## src/rtl/fft_frame_buffer.sv

```systemverilog
// Ping-pong complex frame buffer: streams samples in one per clock and presents whole frames as flat buses.
// Optional macro FFT_FRAME_BITREV_EN presents each frame in bit-reversed element order.
module fft_frame_buffer #(
    parameter int N     = 16,
    parameter int WIDTH = 16,
    parameter int AW    = $clog2(N)
) (
    input  logic                 clk,
    input  logic                 rst,
    input  logic                 in_valid,
    output logic                 in_ready,
    input  logic [WIDTH-1:0]     in_re,
    input  logic [WIDTH-1:0]     in_im,
    input  logic                 in_last,
    output logic                 frame_valid,
    input  logic                 frame_ready,
    output logic [N*WIDTH-1:0]   frame_re,
    output logic [N*WIDTH-1:0]   frame_im,
    output logic [AW:0]          frame_len,
    output logic                 short_frame,
    output logic [15:0]          drop_cnt
);

    localparam logic [AW-1:0] LAST_ADDR = AW'(N - 1);
    localparam logic [AW:0]   LEN_ONE   = {{AW{1'b0}}, 1'b1};

    logic               wr_bank_r;
    logic               rd_bank_r;
    logic [AW-1:0]      wr_addr_r;
    logic [1:0]         full_r;
    logic [1:0]         short_r;
    logic [AW:0]        len_r [2];
    logic [15:0]        drop_cnt_r;

    logic [WIDTH-1:0]   mem_re [2*N];
    logic [WIDTH-1:0]   mem_im [2*N];

    logic               accept_s;
    logic               close_s;
    logic               consume_s;
    logic               drop_s;
    logic [1:0]         full_nxt_s;
    logic [AW:0]        cur_len_s;
    logic [N*WIDTH-1:0] frame_re_s;
    logic [N*WIDTH-1:0] frame_im_s;

`ifdef FFT_FRAME_BITREV_EN
    function automatic logic [AW-1:0] elem_idx(input logic [AW-1:0] k);
        logic [AW-1:0] r;
        for (int b = 0; b < AW; b++) begin
            r[b] = k[AW-1-b];
        end
        return r;
    endfunction
`else
    function automatic logic [AW-1:0] elem_idx(input logic [AW-1:0] k);
        return k;
    endfunction
`endif

    assign in_ready    = ~full_r[wr_bank_r];
    assign frame_valid = full_r[rd_bank_r];
    assign accept_s    = in_valid & ~full_r[wr_bank_r];
    assign close_s     = accept_s & ((wr_addr_r == LAST_ADDR) | in_last);
    assign consume_s   = full_r[rd_bank_r] & frame_ready;
    assign drop_s      = in_valid & full_r[wr_bank_r];
    assign cur_len_s   = len_r[rd_bank_r];

    // Next bank-full flags: writer closes one bank while the reader may free the other on the same edge.
    always_comb begin
        full_nxt_s = full_r;
        if (consume_s) begin
            full_nxt_s[rd_bank_r] = 1'b0;
        end else begin
            full_nxt_s = full_nxt_s;
        end
        if (close_s) begin
            full_nxt_s[wr_bank_r] = 1'b1;
        end else begin
            full_nxt_s = full_nxt_s;
        end
    end

    // Control state: bank pointers, write address, full/length/short flags.
    always_ff @(posedge clk or negedge rst) begin
        if (!rst) begin
            wr_bank_r <= 1'b0;
            rd_bank_r <= 1'b0;
            wr_addr_r <= '0;
            full_r    <= 2'b00;
            short_r   <= 2'b00;
            len_r[0]  <= '0;
            len_r[1]  <= '0;
        end else begin
            full_r <= full_nxt_s;
            if (consume_s) begin
                rd_bank_r <= ~rd_bank_r;
            end
            if (close_s) begin
                len_r[wr_bank_r]   <= {1'b0, wr_addr_r} + LEN_ONE;
                short_r[wr_bank_r] <= (wr_addr_r != LAST_ADDR);
                wr_bank_r          <= ~wr_bank_r;
                wr_addr_r          <= '0;
            end else if (accept_s) begin
                wr_addr_r <= wr_addr_r + AW'(1);
            end
        end
    end

    // Saturating count of samples offered while both banks were full.
    always_ff @(posedge clk or negedge rst) begin
        if (!rst) begin
            drop_cnt_r <= 16'h0000;
        end else if (drop_s && (drop_cnt_r != 16'hFFFF)) begin
            drop_cnt_r <= drop_cnt_r + 16'h0001;
        end
    end

    // Sample storage; contents are don't-care until written, so no reset.
    always_ff @(posedge clk) begin
        if (accept_s) begin
            mem_re[{wr_bank_r, wr_addr_r}] <= in_re;
            mem_im[{wr_bank_r, wr_addr_r}] <= in_im;
        end
    end

    // Output mux: positions beyond the written length read as zero so short frames arrive padded.
    always_comb begin
        frame_re_s = '0;
        frame_im_s = '0;
        for (int k = 0; k < N; k++) begin
            if (full_r[rd_bank_r] && ({1'b0, elem_idx(AW'(k))} < cur_len_s)) begin
                frame_re_s[k*WIDTH +: WIDTH] = mem_re[{rd_bank_r, elem_idx(AW'(k))}];
                frame_im_s[k*WIDTH +: WIDTH] = mem_im[{rd_bank_r, elem_idx(AW'(k))}];
            end else begin
                frame_re_s[k*WIDTH +: WIDTH] = '0;
                frame_im_s[k*WIDTH +: WIDTH] = '0;
            end
        end
    end

    assign frame_re    = frame_re_s;
    assign frame_im    = frame_im_s;
    assign frame_len   = full_r[rd_bank_r] ? cur_len_s : '0;
    assign short_frame = full_r[rd_bank_r] & short_r[rd_bank_r];
    assign drop_cnt    = drop_cnt_r;

endmodule

```

## config.mk

```make
export PLATFORM = sky130hd
export DESIGN_NAME = fft_frame_buffer
export DESIGN_NICKNAME = d
export VERILOG_FILES = /design/src/rtl/fft_frame_buffer.sv
export SDC_FILE = /design/constraint.sdc
export NUM_CORES = 1
export LEC_CHECK = 0
export BUFFER_PORTS_ARGS = -buffer_cell sky130_fd_sc_hd__buf_2
export CAP_MARGIN = 20
export CORE_ASPECT_RATIO = 0.9
export CORE_MARGIN = 5
export CORE_UTILIZATION = 45
export DETAILED_ROUTE_END_ITERATION = 8
export PLACE_DENSITY_LB_ADDON = 0.25
export SLEW_MARGIN = 20
export SYNTH_ARGS = -nofsm -noshare
export SYNTH_HDL_FRONTEND = slang
export SYNTH_SLANG_ARGS = --single-unit
```

## constraint.sdc

```tcl
create_clock -name clk -period 8.1 [get_ports clk]
set_input_delay 0.405 -clock clk [delete_from_list [all_inputs] [get_ports clk]]
set_output_delay 0.405 -clock clk [all_outputs]
set_load 0.01 [all_outputs]
```

==> results of run 1 <==
cells in the mapped netlist, drive strengths merged, types with 2 or more instances:
cell	number	area, µm²
a211oi	3	37.5
ha	5	62.6
nor3b	5	37.5
mux2	6	67.6
xor2	15	131
and3b	2	17.5
inv	9	33.8
o21ai	13	68.8
nor4b	3	32.5
buf	108	596
nor2	558	2090
dfrtp	36	901
xnor2	3	26.3
a31oi	2	12.5
nand4	5	31.3
nor4	6	67.6
nand3	11	60.1
nand2	23	88.8
nor3	11	66.3
nand3b	7	52.6
clkbuf	8	31.3
or3b	2	17.5
edfxtp	1024	30700
mux2i	515	5160
a21oi	8	51.3
layout by cell type, fill, tap and decap left out, types with 4 or more instances in the layout:
| cell | instances |
|---|---|
| buf_2 | 572 |
| nor3b_1 | 5 |
| nor2_4 | 28 |
| clkinvlp_4 | 5 |
| edfxtp_1 | 1024 |
| nor2_2 | 7 |
| mux2i_1 | 514 |
| dfrtp_1 | 35 |
| bufinv_16 | 17 |
| nor2_1 | 523 |
| clkbuf_8 | 6 |
| clkbuf_16 | 108 |
| clkbuf_1 | 22 |
| xor2_1 | 15 |
| nor4_1 | 4 |
| nand2_1 | 22 |
| buf_16 | 5 |
| clkinv_1 | 18 |
| nand3_1 | 10 |
| ha_1 | 5 |
| diode_2 | 7 |
| clkinv_2 | 15 |
| mux2_2 | 6 |
| buf_4 | 21 |
| inv_1 | 8 |
| nand3b_1 | 7 |
| nand4_1 | 5 |
| a21oi_1 | 5 |
| o21ai_0 | 9 |
| nor3_1 | 10 |
layer usage:
layer  up-vias  part of all wire [%]
met5         -                     0
met4         0                   2.4
met3       154                   7.2
met2       924                    48
met1     11738                    42
li1      10172                     -
through the flow:
stage | hold slack (ns) | total power, mW | worst slack, ns
floorplan | 0.109 | 8.81 | 4.82
global placement | 0.481 | 10.1 | 3.82
detailed placement | 0.481 | 10.1 | 3.85
CTS | 0.000121 | 15.2 | 3.07
global route | 0.0420 | 15.7 | 3.02
finish | 0.0658 | 15.1 | 3.28
path summary, 6_finish.rpt:
path / cells after the start / endpoint / start
min in group asynchronous: 2 / drop_cnt[9] / rst
worst min register to register: 1 / drop_cnt[15] / drop_cnt[15]
worst min-delay path: 3 / wr_addr_r[2] / in_last
max in group asynchronous: 2 / rd_bank_r / rst
worst max-delay path: 6 / frame_im[139] / rd_bank_r
worst max register to register: 5 / mem_im[21][0] / wr_bank_r
worst max-delay path, stage by stage, from the launching register on:
cell and delay [ns]:
dfrtp_4 0.89, buf_4 0.82, mux2i_2 0.43, o21ai_1 0.26, a21oi_4 0.87, nor2_1 0.18, buf_2 0.20
layout make-up:
cell class | count | area (µm²)
antenna | 7 | 17.5
clock buffer | 136 | 2870
clock inverter | 65 | 863
fill | 7141 | 40700
inverter | 9 | 33.8
multi-input combinational | 1224 | 8660
sequential | 1060 | 31700
tap | 1166 | 1460
timing repair buffer | 605 | 3250
what timing repair did:
action / CTS / global route
hold buffers: 2 / 0
buffers inserted: 0 / 0
endpoints found under the hold margin: 38 / 0
state kept, by name (all words and copies together), names as in the netlist:
register   count
drop_cnt      16
full_r         2
len_r         10
mem_im       512
mem_re       512
rd_bank_r      1
short_r        2
wr_addr_r      4
wr_bank_r      1
power groups by stage:
stage	sequential (mW)	combinational (mW)	clock, mW
floorplan	6.44	2.37	0
detailed placement	6.52	3.59	0
CTS	6.41	3.60	5.23
global route	6.43	3.82	5.47
finish	6.41	3.58	5.14
global placement	6.51	3.55	0
kinds of logic (layout without fill, tap and decap cells):
kind of cell,count (synthesis),count (layout),share of synthesized area (%)
multiplexers,521,521,12.8
buffers and inverters,125,815,1.62
flip-flops,1060,1060,77.8
other,0,7,0
AO/OA/AOI/OAI,39,39,0.759
AND/OR/NAND/NOR,641,641,6.46
adder cells (fa/ha/maj),5,5,0.154
XOR/XNOR,18,18,0.387
==> key figures, run 1 <==
Floorplan
  – IO Count: 573
  – Die X: 327 µm
  – DIE AREA: 96600 µm²
  – # rows: about 100
  – Initial core utilization: 45.5%
  – Die height: about 300 µm
  – Core area: 89500 µm²

Global route
  – Largest net degree at the start of global routing: 138
  – Initial antenna violation count: 7
  – Gr usage total: 22.6%
  – First-pass GRT wire length: 158 mm
  – Global-route track usage on met3: 3.98%
  – Gr busiest metal: met2
  – GR Util met1: a little under a third
  – Grt ovf: 0
  – Number of global-route vias before repair: about 23000
  – Met2 Use GR: between 30 and 40%

Pwr
  – PwrDens: around 310 nW/µm²
  – Logic gate share of total power: 23.7%
  – P_sw: 4.46 mW
  – Pleak: approximately 20 nW
  – Maximum VDD drop: 0.000318 V
  – Int Power: around 11 mW
  – Clock share of power: 34.0%
  – Sw Share: 29.5%
  – Flop pwr share: 42.4%

Detailed routing
  – Wire length per cell: 26.3 µm
  – DR vias: 22988
  – Drt initial violations: 2357
  – Final ANT Viol Nets: 0
  – TritonRoute pass-1 iters: 5
  – Vias/cell: ~5.4
  – Final WL: 112 mm
  – DRC errors left: 0

Flow run
  – Max-cap violations: 0

Clock network
  – CTS tree: yes
  – Clk_lat worst skew: roughly 0.67 ns
  – Resize count post-CTS: 0
  – Clk root buf: clkbuf_16
  – Reg clk slew, reported paths: 0.06 ns
  – Clk buf depth: 3
  – Sink Count: 1060
  – CTS buffer count: 108
  – Number of H-tree levels: 3

Place
  – Routability cong.: 0.778
  – DPL Wire Length: 66.6 mm
  – Post-Place Cells: 4058
  – Post-DP Area: 45000 µm²
  – Port bufs: 572

STA
  – Final clock skew: about 0.029 ns
  – # setup viols final: 0
  – RSZ-0062 raised after global routing: no
  – Final Hold Fails: 0
  – Slew Viols, Final: 0
  – Post-route clock period utilization: roughly 60%
  – Relative slew slack: 22.8%
  – Fmax: approximately 210 MHz
  – Final setup TNS: 0 ns
  – Worst-margin pin slew: roughly 1.2 ns
  – Minimum clock period: 4.82 ns

Synthesis
  – Syn Inst Count: approximately 2400
  – Post-synth top flop: edfxtp_1
  – Fraction of registers with async set/reset: approximately 3.4%
  – Seq/Total Area, Yosys: 77.8%
  – Warnings, synthesis: 0
  – Synth Net Count: 2451
  – EDFF count, synth: 1024
  – Flops & latches, synth: 1060
  – Synth Area per Inst: 16.9 µm²
  – Mapped cell area: 40700 µm²
  – Post-synth cell types: 59

Min path
  – HP Class: in2reg

Layout
  – Post-route cell area: 48800 µm²
  – Fin util: a little over half
  – Fin cells: roughly 4300
  – Nets: a little over 3000
  – Fraction of layout cells with a size suffix above 1: 26.8%
  – Area growth, synth to finish: 20.0%

Worst setup path
  – CP endpoint kind: output pin
  – Required @ worst endpoint: 7.70 ns
  – Crit-path max FO: 60
  – Crit path launch type: flop
  – Worst reg2reg setup slack: 4.57 ns
  – Critical path type: reg2out
  – Critical Path AT: between 4 and 5 ns

Outcome
  – Status: completed
Power figures use the tool's default switching activity.
==> run 2, diff against run 1 <==
- ABC_AREA: not set -> 1
- clock period: 8.1 -> 4.55 ns (I/O delays scaled with it)
==> key figures, run 2 <==
Outcome
  – Status: completed

Layout
  – Post-route cell area: 48400 µm² (-0.82%)
  – Fin util: 53.9% (-0.61 points)
  – Fraction of layout cells with a size suffix above 1: 22.3% (-4.5 points)
  – Most frequent cells in the layout: edfxtp_1, nand2_1, buf_2
  – Area growth, synth to finish: 18.6%
  – Nets: 3622 (+19%)
  – Most common cell after layout, fill and taps aside: edfxtp_1

Synthesis
  – Seq/Total Area, Yosys: 77.5% (-0.23 points)
  – Flops & latches, synth: 1060 (unchanged)
  – Post-synth cell types: 24 (-59%)
  – Most common cell in the netlist: edfxtp_1
  – Fraction of registers with async set/reset: 3.40% (unchanged)
  – Post-synth top flop: edfxtp_1
  – Top cells by count, synth: edfxtp_1, nand2_1, a21oi_1, nor2_1, mux2i_1
  – Area leader, netlist: edfxtp_1
  – Top cell type's share of synthesized area: 75.3% (-0.22 points)
  – Synth Net Count: 3045 (+24%)
  – Syn Inst Count: 3003 (+25%)
  – Mapped cell area: 40800 µm² (+0.30%)
  – Synth Area per Inst: 13.6 µm² (-20%)
  – Warnings, synthesis: 0 (unchanged)
  – EDFF count, synth: 1024 (unchanged)
  – Area contributors post-synth: edfxtp_1, nand2_1, mux2i_1

Worst setup path
  – Crit path launch type: flop
  – Required @ worst endpoint: 4.32 ns (-3.38 ns)
  – Crit-path max FO: 63 (+5.0%)
  – Critical Path AT: 3.77 ns (-0.64 ns)
  – Worst R2R Path Depth: 6 (+1)
  – CP endpoint kind: output pin
  – Critical path type: reg2out

STA
  – Final setup TNS: 0 ns (unchanged)
  – Minimum clock period: 4.00 ns
  – Final clock skew: 0.0246 ns (-0.00412 ns)
  – Post-route clock period utilization: 87.9%
  – # setup viols final: 0 (unchanged)
  – RSZ-0062 raised after global routing: no
  – Fmax: around 250 MHz
  – Final Hold Fails: 0 (unchanged)
  – Worst-margin pin slew: 1.17 ns (+0.0113 ns)
  – Relative slew slack: 22.0% (-0.76 points)
  – Slew Viols, Final: 0 (unchanged)

Global route
  – First-pass GRT wire length: 171 mm (+7.7%)
  – Gr usage total: 24.2% (+1.5 points)
  – Number of global-route vias before repair: 24644 (+7.0%)
  – Grt ovf: 0 (unchanged)
  – Largest net degree at the start of global routing: 176 (+28%)
  – Initial antenna violation count: 12 (+5)

Detailed routing
  – Vias/cell: 5.33 (-0.86%)
  – DRC errors left: 0 (unchanged)
  – DR vias: 25788 (+12%)
  – Wire length per cell: 24.9 µm (-5.1%)
  – Drt initial violations: 2794 (+19%)
  – TritonRoute pass-1 iters: 7 (+2)
  – Final ANT Viol Nets: 0 (unchanged)
  – Final WL: 120 mm (+7.4%)

Clock network
  – Setup Buffers After CTS: 0 (unchanged)
  – Resize count post-CTS: 0 (unchanged)
  – Hold buffer count at CTS: 3 (+1)
  – CTS buffer count: 106 (-1.9%)
  – Clk_lat worst skew: 0.67 ns (about the same)
  – Clk root buf: clkbuf_16
  – CTS tree: yes
  – Number of H-tree levels: 3 (unchanged)
  – Reg clk slew, reported paths: 0.06 ns (about the same)
  – Clk buf depth: 3 (unchanged)
  – Sink Count: 1060 (unchanged)

Floorplan
  – Die height: 296 µm (+0.14%)
  – Die X: 327 µm (+0.14%)
  – Initial core utilization: 45.5% (about the same)
  – DIE AREA: 96800 µm² (+0.29%)
  – IO Count: 573 (unchanged)
  – Core area: 89800 µm² (+0.29%)
  – # rows: 104 (unchanged)

Pwr
  – Pleak: 19.5 nW (-1.3%)
  – Maximum VDD drop: 0.000417 V (+31%)
  – PwrDens: 550 nW/µm² (+78%)

Place
  – DPL Wire Length: 70.5 mm (+5.8%)
  – Post-DP Area: 45000 µm² (about the same)
  – Port bufs: 572 (unchanged)
  – Routability cong.: 0.822 (+5.6%)

Min path
  – WHS Path Cells: 5 (+2)
  – HP Class: in2reg

Flow run
  – Max-cap violations: 0 (unchanged)
[run 2: layout make-up]
| class | count | area (µm²) |
|---|---|---|
| inverters | 108 | 413 |
| repair buffers | 618 | 3260 |
| diodes | 2 | 5.00 |
| flip-flops and latches | 1060 | 31700 |
| fillers | 7474 | 41400 |
| clock buffers | 130 | 2790 |
| well taps | 1166 | 1460 |
| clock inverters | 64 | 573 |
| multi-input cells | 1686 | 8260 |
[run 2: worst paths after layout]
kind	slack (ns)	start	end
setup / recovery	0.55	rd_bank_r	frame_re[104]
hold / removal	0.08	in_valid	wr_addr_r[0]
setup reg to reg	1.04	wr_bank_r	mem_im[26][0]
hold reg to reg	0.50	len_r[7]	len_r[7]
max in group asynchronous	3.68	rst	rd_bank_r
min in group asynchronous	0.23	rst	drop_cnt[7]
[run 2: cells by family after synthesis]
kind of cell,count (synthesis),share of synthesized area (%)
buffers and inverters,257,2.71
and+or+nand+nor,1188,11.1
muxes,192,4.71
adders and majority gates,5,0.153
AOI/OAI and AO/OA,294,3.63
xor gates and xnor gates,7,0.150
DFF,1060,77.5
[run 2: power by group]
part | switching, mW | internal (mW) | total, mW
Combinational | 4.90 | 1.95 | 6.85
Sequential | 0.187 | 11.2 | 11.3
Clock | 3.64 | 4.81 | 8.45
Total | 8.72 | 17.9 | 26.6
[run 2: metrics by stage]
step | hold slack, ns | instances | power, mW | setup WS (ns)
after floorplan | -0.0681 | 3003 | 15.7 | 1.59
after global placement | 0.395 | 4635 | 18.4 | 1.03
after detailed placement | 0.402 | 4635 | 18.4 | 0.982
after CTS | 0.0317 | 4832 | 26.8 | 0.442
after global routing | 0.0956 | 4832 | 27.8 | 0.302
final | 0.0811 | 4834 | 26.6 | 0.550
[run 2: worst max-delay path, stage by stage, from the launching register on]
cell	delay, ns
dfrtp_4	0.52
buf_4	0.63
nand2_1	0.14
nand2_2	0.17
nand2_1	0.09
o21ai_1	0.14
nand2_1	0.60
buf_4	0.45
a21oi_1	0.16
buf_2	0.16
[run 2: per-layer routing]
| metal | part of all wire [%] | track usage (%) |
|---|---|---|
| met4 | 2.7 | 6.69 |
| met3 | 9.1 | 5.92 |
| met2 | 47 | 39.1 |
| met1 | 41 | 33.1 |
| met5 | 0 | 0 |
